--- src/rtl/obi_wb_pkg.sv ---
// Shared types and constants for the OBI-to-Wishbone bridge.
package obi_wb_pkg;

  // Default number of Wishbone cycles allowed before a transfer is aborted.
  localparam int TIMEOUT_DEFAULT = 255;

  // Bridge FSM: accept on the OBI side, run the Wishbone cycle, then respond.
  typedef enum logic [1:0] {
    IDLE = 2'd0,
    BUS  = 2'd1,
    RESP = 2'd2
  } state_e;

endpackage

--- src/rtl/obi_wb_timeout.sv ---
// Wishbone watchdog for the OBI-to-Wishbone bridge. It is only instantiated
// when OBI_WB_TIMEOUT_EN is defined. It counts BUS cycles and flags the cycle
// that is the TIMEOUT_CYCLES-th one spent waiting for the slave.
module obi_wb_timeout
  import obi_wb_pkg::*;
#(
  parameter int TIMEOUT_CYCLES = TIMEOUT_DEFAULT
) (
  input  logic clk_i,
  input  logic rst_ni,
  input  logic start_i,   // request granted: BUS is entered next cycle
  input  logic busy_i,    // bridge is in BUS this cycle
  output logic expired_o
);

  localparam int CW = $clog2(TIMEOUT_CYCLES + 1);

  // Number of BUS cycles already completed for the current transfer.
  logic [CW-1:0] cnt_q;

  // The current cycle is the TIMEOUT_CYCLES-th BUS cycle.
  assign expired_o = busy_i && (cnt_q == CW'(TIMEOUT_CYCLES - 1));

  // Counter: clears on grant and advances once per BUS cycle.
  // NOTE: clocked state uses non-blocking (<=) so every register samples
  // pre-edge values, independent of statement order.
  always_ff @(posedge clk_i or negedge rst_ni) begin
    if (!rst_ni) begin
      cnt_q <= '0;
    end else if (start_i) begin
      cnt_q <= '0;
    end else if (busy_i && !expired_o) begin
      cnt_q <= cnt_q + 1'b1;
    end
  end

endmodule

--- src/rtl/obi_wb_bridge.sv ---
// OBI data-port slave to Wishbone classic master bridge. It handles one
// outstanding transfer at a time. Optional feature: define OBI_WB_TIMEOUT_EN
// to abort a Wishbone cycle after TIMEOUT_CYCLES cycles without ack/err.
module obi_wb_bridge
  import obi_wb_pkg::*;
#(
  parameter int TIMEOUT_CYCLES = TIMEOUT_DEFAULT,
  parameter int ADDR_WIDTH     = 32
) (
  input  logic                  clk_i,
  input  logic                  rst_ni,
  // OBI side
  input  logic                  data_req_i,
  output logic                  data_gnt_o,
  output logic                  data_rvalid_o,
  input  logic [ADDR_WIDTH-1:0] data_addr_i,
  input  logic [3:0]            data_be_i,
  input  logic                  data_we_i,
  input  logic [31:0]           data_wdata_i,
  output logic [31:0]           data_rdata_o,
  output logic                  data_err_o,
  // Wishbone classic master side
  output logic                  wb_cyc_o,
  output logic                  wb_stb_o,
  output logic                  wb_we_o,
  output logic [ADDR_WIDTH-1:0] wb_adr_o,
  output logic [3:0]            wb_sel_o,
  output logic [31:0]           wb_dat_o,
  input  logic [31:0]           wb_dat_i,
  input  logic                  wb_ack_i,
  input  logic                  wb_err_i
);

  if (TIMEOUT_CYCLES < 1) begin : g_bad_timeout
    $error("obi_wb_bridge: TIMEOUT_CYCLES must be at least 1");
  end

  state_e                state_q, state_d;
  logic [ADDR_WIDTH-1:0] adr_q;
  logic [3:0]            sel_q;
  logic                  we_q;
  logic [31:0]           dat_q;
  logic [31:0]           rdata_q;
  logic                  err_q;
  logic                  timeout;
  logic                  bus_done;
  logic                  bus_fault;

`ifdef OBI_WB_TIMEOUT_EN
  obi_wb_timeout #(
    .TIMEOUT_CYCLES(TIMEOUT_CYCLES)
  ) u_timeout (
    .clk_i    (clk_i),
    .rst_ni   (rst_ni),
    .start_i  (data_gnt_o),
    .busy_i   (state_q == BUS),
    .expired_o(timeout)
  );
`else
  assign timeout = 1'b0;
`endif

  // Accept only when idle, so at most one transfer is ever in flight.
  assign data_gnt_o = data_req_i && (state_q == IDLE);

  // A real slave answer takes priority over the watchdog, and err beats ack.
  assign bus_done  = wb_ack_i || wb_err_i || timeout;
  assign bus_fault = wb_err_i || (timeout && !wb_ack_i);

  assign wb_cyc_o      = (state_q == BUS);
  assign wb_stb_o      = (state_q == BUS);
  assign wb_we_o       = we_q;
  assign wb_adr_o      = adr_q;
  assign wb_sel_o      = sel_q;
  assign wb_dat_o      = dat_q;
  assign data_rvalid_o = (state_q == RESP);
  assign data_rdata_o  = rdata_q;
  assign data_err_o    = err_q;

  // Next-state logic; ack/err only matter while in BUS.
  // NOTE: state_d gets a default first so no path leaves it unassigned,
  // which would otherwise infer a latch.
  always_comb begin
    state_d = state_q;
    unique case (state_q)
      IDLE:    if (data_gnt_o) state_d = BUS;
      BUS:     if (bus_done)   state_d = RESP;
      RESP:    state_d = IDLE;
      default: state_d = IDLE;
    endcase
  end

  // State register.
  always_ff @(posedge clk_i or negedge rst_ni) begin
    if (!rst_ni) state_q <= IDLE;
    else         state_q <= state_d;
  end

  // Request capture on grant; held stable for the whole Wishbone cycle.
  always_ff @(posedge clk_i or negedge rst_ni) begin
    if (!rst_ni) begin
      adr_q <= '0;
      sel_q <= '0;
      we_q  <= 1'b0;
      dat_q <= '0;
    end else if (data_gnt_o) begin
      adr_q <= data_addr_i;
      sel_q <= data_be_i;
      we_q  <= data_we_i;
      dat_q <= data_wdata_i;
    end
  end

  // Response capture at termination; values hold until the next response.
  always_ff @(posedge clk_i or negedge rst_ni) begin
    if (!rst_ni) begin
      rdata_q <= '0;
      err_q   <= 1'b0;
    end else if ((state_q == BUS) && bus_done) begin
      err_q   <= bus_fault;
      rdata_q <= (bus_fault || we_q) ? 32'h0 : wb_dat_i;
    end
  end

endmodule

--- config.mk ---
export PLATFORM = sky130hd
export DESIGN_NAME = obi_wb_bridge
export DESIGN_NICKNAME = d
export VERILOG_FILES = /design/src/rtl/obi_wb_pkg.sv /design/src/rtl/obi_wb_timeout.sv /design/src/rtl/obi_wb_bridge.sv
export SDC_FILE = /design/constraint.sdc
export NUM_CORES = 1
export LEC_CHECK = 0
export CORE_MARGIN = 3
export CORE_UTILIZATION = 37
export CTS_BUF_LIST = sky130_fd_sc_hd__clkbuf_8
export CTS_CLUSTER_SIZE = 8
export DETAILED_ROUTE_END_ITERATION = 8
export PLACE_DENSITY = 0.89
export SLEW_MARGIN = 30
export SYNTH_ARGS = -nofsm -noshare
export SYNTH_HDL_FRONTEND = slang
export SYNTH_HIERARCHICAL = 1
export SYNTH_SLANG_ARGS = --single-unit
--- constraint.sdc ---
create_clock -name clk_i -period 1.4 [get_ports clk_i]
set_input_delay 0.28 -clock clk_i [delete_from_list [all_inputs] [get_ports clk_i]]
set_output_delay 0.28 -clock clk_i [all_outputs]
set_load 0.02 [all_outputs]
==> impl_results.html <==
<table>
<tr><th>Metric</th><th>Value</th></tr>
<tr><th colspan="2">Placed design</th></tr>
<tr><td>Worst-case setup slack after placement</td><td>-0.717 ns</td></tr>
<tr><td>DP HPWL</td><td>8.30 mm</td></tr>
<tr><td>Cell Count Post-Placement</td><td>around 640</td></tr>
<tr><td>Routability-driven placement congestion ratio</td><td>0.756</td></tr>
<tr><td>PortBufs</td><td>211</td></tr>
<tr><th colspan="2">Global route</th></tr>
<tr><td>Number of antenna violations at the first check in global routing</td><td>0</td></tr>
<tr><td>Grt ovf</td><td>0</td></tr>
<tr><td>Global-route wire length before repair</td><td>19.1 mm</td></tr>
<tr><td>Vias in the first global route</td><td>between 3,000 and 4,000</td></tr>
<tr><td>Total global-route track usage</td><td>between 10% and 20%</td></tr>
<tr><td>Largest net degree at the start of global routing</td><td>59</td></tr>
<tr><th colspan="2">Timing</th></tr>
<tr><td>Worst-Margin Slew</td><td>0.310 ns</td></tr>
<tr><td>Hold violation total from the final report</td><td>0</td></tr>
<tr><td>Count of final max-slew check failures</td><td>0</td></tr>
<tr><td>Setup slack after layout</td><td>-0.183 ns</td></tr>
<tr><td>Slew margin rel.</td><td>between 70% and 80%</td></tr>
<tr><td>Post-route clock skew</td><td>0.0168 ns</td></tr>
<tr><td>Post-route clock period utilization</td><td>113%</td></tr>
<tr><td>Final period demand of the worst path</td><td>approximately 1.6 ns</td></tr>
<tr><td>Final setup violation count</td><td>100</td></tr>
<tr><td>Setup TNS</td><td>-8.97 ns</td></tr>
<tr><td>Setup repair after global routing missed its margin</td><td>yes</td></tr>
<tr><td>Top achievable clock speed</td><td>632 MHz</td></tr>
<tr><th colspan="2">Floorplan</th></tr>
<tr><td>Core Footprint</td><td>0.0110 mm2</td></tr>
<tr><td>Effective utilization at floorplan</td><td>approximately two fifths</td></tr>
<tr><td>Total Die Area</td><td>between 0.01 and 0.015 mm2</td></tr>
<tr><td>Count of standard-cell rows</td><td>38</td></tr>
<tr><td>Chip height</td><td>113 um</td></tr>
<tr><td>Boundary Pins</td><td>~210</td></tr>
<tr><td>DIE WIDTH</td><td>113 um</td></tr>
<tr><th colspan="2">Clock tree</th></tr>
<tr><td>Clk buf depth</td><td>2</td></tr>
<tr><td>Clock input transition at the sequential cells of the worst setup and hold paths</td><td>0.10 ns</td></tr>
<tr><td>Number of buffers added by the clock tree synthesis step</td><td>9</td></tr>
<tr><td>Clock tree root driver cell</td><td>sky130_fd_sc_hd__clkbuf_8</td></tr>
<tr><td>Clock latency on the worst-skew pair</td><td>0.36 ns</td></tr>
<tr><td>CTS sink count</td><td>roughly 100</td></tr>
<tr><td>TritonCTS clock tree</td><td>done</td></tr>
<tr><td>Number of H-tree levels</td><td>3</td></tr>
<tr><th colspan="2">Cells and area</th></tr>
<tr><td>Footprint of the multi-input gates</td><td>0.00158 mm2</td></tr>
<tr><td>Filler instances</td><td>around 770</td></tr>
<tr><td>Area growth from synthesis to final layout</td><td>74.6%</td></tr>
<tr><td>Diode insertion count for antenna repair</td><td>0</td></tr>
<tr><td>Share of cells above drive strength 1</td><td>26.0%</td></tr>
<tr><td>Sequential standard cell area</td><td>0.00260 mm2</td></tr>
<tr><td>Most frequent cells in the layout</td><td>sky130_fd_sc_hd__dfrtp_1, sky130_fd_sc_hd__clkdlybuf4s50_1, sky130_fd_sc_hd__mux2_4</td></tr>
<tr><td>Filler-free cell count of the finished design</td><td>683</td></tr>
<tr><td>Total Nets Final</td><td>644</td></tr>
<tr><td>Leading cell type in the layout, fill and taps excluded</td><td>sky130_fd_sc_hd__dfrtp_1</td></tr>
<tr><th colspan="2">Logic synthesis</th></tr>
<tr><td>Share of the synthesized area in the top cell type</td><td>about three fifths</td></tr>
<tr><td>Total standard cell area after synthesis</td><td>about 0.0042 mm2</td></tr>
<tr><td>Cell type with the largest total area after synthesis</td><td>sky130_fd_sc_hd__dfrtp_1</td></tr>
<tr><td>Mean instance size in the synthesized netlist</td><td>14.3 um2</td></tr>
<tr><td>Number of standard cells after synthesis</td><td>294</td></tr>
<tr><td>Sequential element share of the synthesized area</td><td>62.0%</td></tr>
<tr><td>Largest cells by area after synthesis</td><td>sky130_fd_sc_hd__dfrtp_1, sky130_fd_sc_hd__mux2_2, sky130_fd_sc_hd__mux2i_1</td></tr>
<tr><td>Post-synthesis register bit count</td><td>104</td></tr>
<tr><td>Total nets after synthesis</td><td>400</td></tr>
<tr><td>Synth unique cells</td><td>18</td></tr>
<tr><td>Ys Warns</td><td>6</td></tr>
<tr><th colspan="2">Setup path</th></tr>
<tr><td>WP data required</td><td>1.63 ns</td></tr>
<tr><td>Number of buffer and inverter stages on the critical path</td><td>4</td></tr>
<tr><td>Critical path's most frequent cell</td><td>sky130_fd_sc_hd__buf_6</td></tr>
<tr><td>Critical Path Start Type</td><td>flop</td></tr>
<tr><td>Critical path's largest stage delay</td><td>about 0.43 ns</td></tr>
<tr><td>Highest fanout seen on the critical path</td><td>4</td></tr>
<tr><td>Cell family with the largest share of critical-path delay</td><td>buffers and inverters</td></tr>
<tr><td>Kind of end point of the critical path</td><td>flop</td></tr>
<tr><td>Signal arrival time at the worst endpoint</td><td>1.82 ns</td></tr>
<tr><td>Setup CP Type</td><td>reg2reg</td></tr>
<tr><td>Worst-path cell chain</td><td>nor3b_4 -&gt; buf_6 -&gt; buf_6 -&gt; buf_12 -&gt; clkbuf_16 -&gt; mux2_4</td></tr>
<tr><td>Master of the slowest instance on the critical path</td><td>sky130_fd_sc_hd__dfrtp_1</td></tr>
<tr><th colspan="2">Status</th></tr>
<tr><td>Status</td><td>complete, but fails checks</td></tr>
<tr><td>Violations in the final reports</td><td>negative setup slack</td></tr>
<tr><th colspan="2">Route</th></tr>
<tr><td>Ratio of routed vias to standard cells</td><td>around 4.7</td></tr>
<tr><td>Post-detailed-route count of antenna-violating nets</td><td>0</td></tr>
<tr><td>Vias</td><td>around 3,200</td></tr>
<tr><td>Detailed-router iteration count before antenna repair</td><td>4</td></tr>
<tr><td>Total Routed Length</td><td>13.0 mm</td></tr>
<tr><td>Wire length per cell</td><td>19.0 um</td></tr>
<tr><td>Count of routing violations after the opening detailed-route iteration</td><td>141</td></tr>
<tr><td>DRC</td><td>0</td></tr>
<tr><th colspan="2">Power</th></tr>
<tr><td>Standby leakage power</td><td>between 3 and 4 nW</td></tr>
<tr><td>Power Density</td><td>1740 mW/mm2</td></tr>
<tr><td>Highest ir drop seen on vdd</td><td>~1.0 mV</td></tr>
<tr><th colspan="2">Flow run</th></tr>
<tr><td>MaxCap Viol Count</td><td>0</td></tr>
<tr><th colspan="2">Min path</th></tr>
<tr><td>Hold/Removal Path Class</td><td>in2async</td></tr>
</table>
per-layer routing:
| metal | track usage [%] | share of wire [%] |
|---|---|---|
| met5 | 0 | 0 |
| met4 | 4.89 | 1.9 |
| met2 | 33.4 | 51 |
| met1 | 22.7 | 41 |
| met3 | 5.82 | 5.9 |
power breakdown:
part / leakage, nW / switching, mW / internal (mW) / total (mW)
Sequential: 1.27 / 0.631 / 4.07 / 4.70
Combinational: 2.07 / 3.04 / 3.33 / 6.37
Clock: 0.0972 / 1.00 / 0.689 / 1.69
Total: 3.43 / 4.67 / 8.09 / 12.8
per-stage QoR:
stage	cell area, um2	util, %	hold WS (ns)	power (mW)
3_3_place_gp	6450	58.8	0.300	10.3
6_report	7330	66.8	0.465	12.8
3_5_place_dp	6450	58.8	0.302	10.5
4_1_cts	7030	64.0	0.452	12.2
5_1_grt	7330	66.8	0.467	13.4
2_1_floorplan	4200	-	-0.0156	7.54
path summary, 6_finish.rpt:
| path | from | to | slack [ns] | cells past startpoint |
|---|---|---|---|---|
| setup reg to reg | state_q[1]$_DFFE_PN0P_ | wb_adr_o[21]$_DFFE_PN0P_ | -0.18 | 6 |
| min in group clk_i | wb_dat_i[14] | data_rdata_o[14]$_DFFE_PN0P_ | 0.47 | 3 |
| max in group asynchronous | rst_ni | wb_dat_o[22]$_DFFE_PN0P_ | 0.65 | 3 |
| setup / recovery | state_q[1]$_DFFE_PN0P_ | wb_adr_o[21]$_DFFE_PN0P_ | -0.18 | 6 |
| hold reg to reg | wb_adr_o[26]$_DFFE_PN0P_ | wb_adr_o[26]$_DFFE_PN0P_ | 0.51 | 1 |
| hold / removal | rst_ni | data_rdata_o[30]$_DFFE_PN0P_ | 0.46 | 3 |
logic make-up (layout without fill, tap and decap cells):
kind of cell           Yosys count  in the layout  synth area share (%)
flip-flops                     104            104                  62.0
multiplexers                   101            101                  26.1
buffers and inverters           48            297                  7.33
AND/OR/NAND/NOR                 39             39                  4.14
AO/OA/AOI/OAI                    2              2                 0.447
layout make-up:
| cell class | instances | share of cell area [%] |
|---|---|---|
| clock buffer | 10 | 1.88 |
| sequential | 104 | 35.5 |
| timing repair buffer | 249 | 36.5 |
| tap | 140 | 2.39 |
| clock inverter | 6 | 0.495 |
| multi-input combinational | 142 | 21.6 |
| inverter | 32 | 1.64 |
worst register-to-register path: cells and delay by family (launching register included):
kind / cells / cell delay (ns)
and+or+nand+nor: 1 / 0.20
DFF: 1 / 0.43
muxes: 1 / 0.29
buffers and inverters: 4 / 0.55
cell usage after synthesis:
cell / count
sky130_fd_sc_hd__buf_2: 2
sky130_fd_sc_hd__nor2_1: 2
sky130_fd_sc_hd__mux2i_1: 32
sky130_fd_sc_hd__nor3b_2: 1
sky130_fd_sc_hd__and2b_1: 1
sky130_fd_sc_hd__dfrtp_1: 104
sky130_fd_sc_hd__inv_1: 32
sky130_fd_sc_hd__a21o_2: 1
sky130_fd_sc_hd__buf_6: 9
sky130_fd_sc_hd__buf_4: 1
sky130_fd_sc_hd__dlygate4sd1_1: 1
sky130_fd_sc_hd__a22o_2: 1
sky130_fd_sc_hd__and2b_2: 1
sky130_fd_sc_hd__buf_12: 3
sky130_fd_sc_hd__nor2b_4: 1
sky130_fd_sc_hd__mux2_1: 12
sky130_fd_sc_hd__mux2_2: 57
sky130_fd_sc_hd__nand2_1: 33
flip-flops by register name, summed over array words and instances (netlist names):
name and cells:
wb_dat_o 32, state_q 2, data_err_o 1, data_rdata_o 32
wb_adr_o 32, wb_sel_o 4, wb_we_o 1
what timing repair did:
item	in CTS	in global routing
setup endpoints to repair	207	149
hold buffers	1	0
gates resized for setup	179	108
pin swaps	0	1
setup buffers	13	4
endpoints found under the hold margin	104	0
cloned	8	5
No activity file was read; power rests on OpenSTA's default activity.
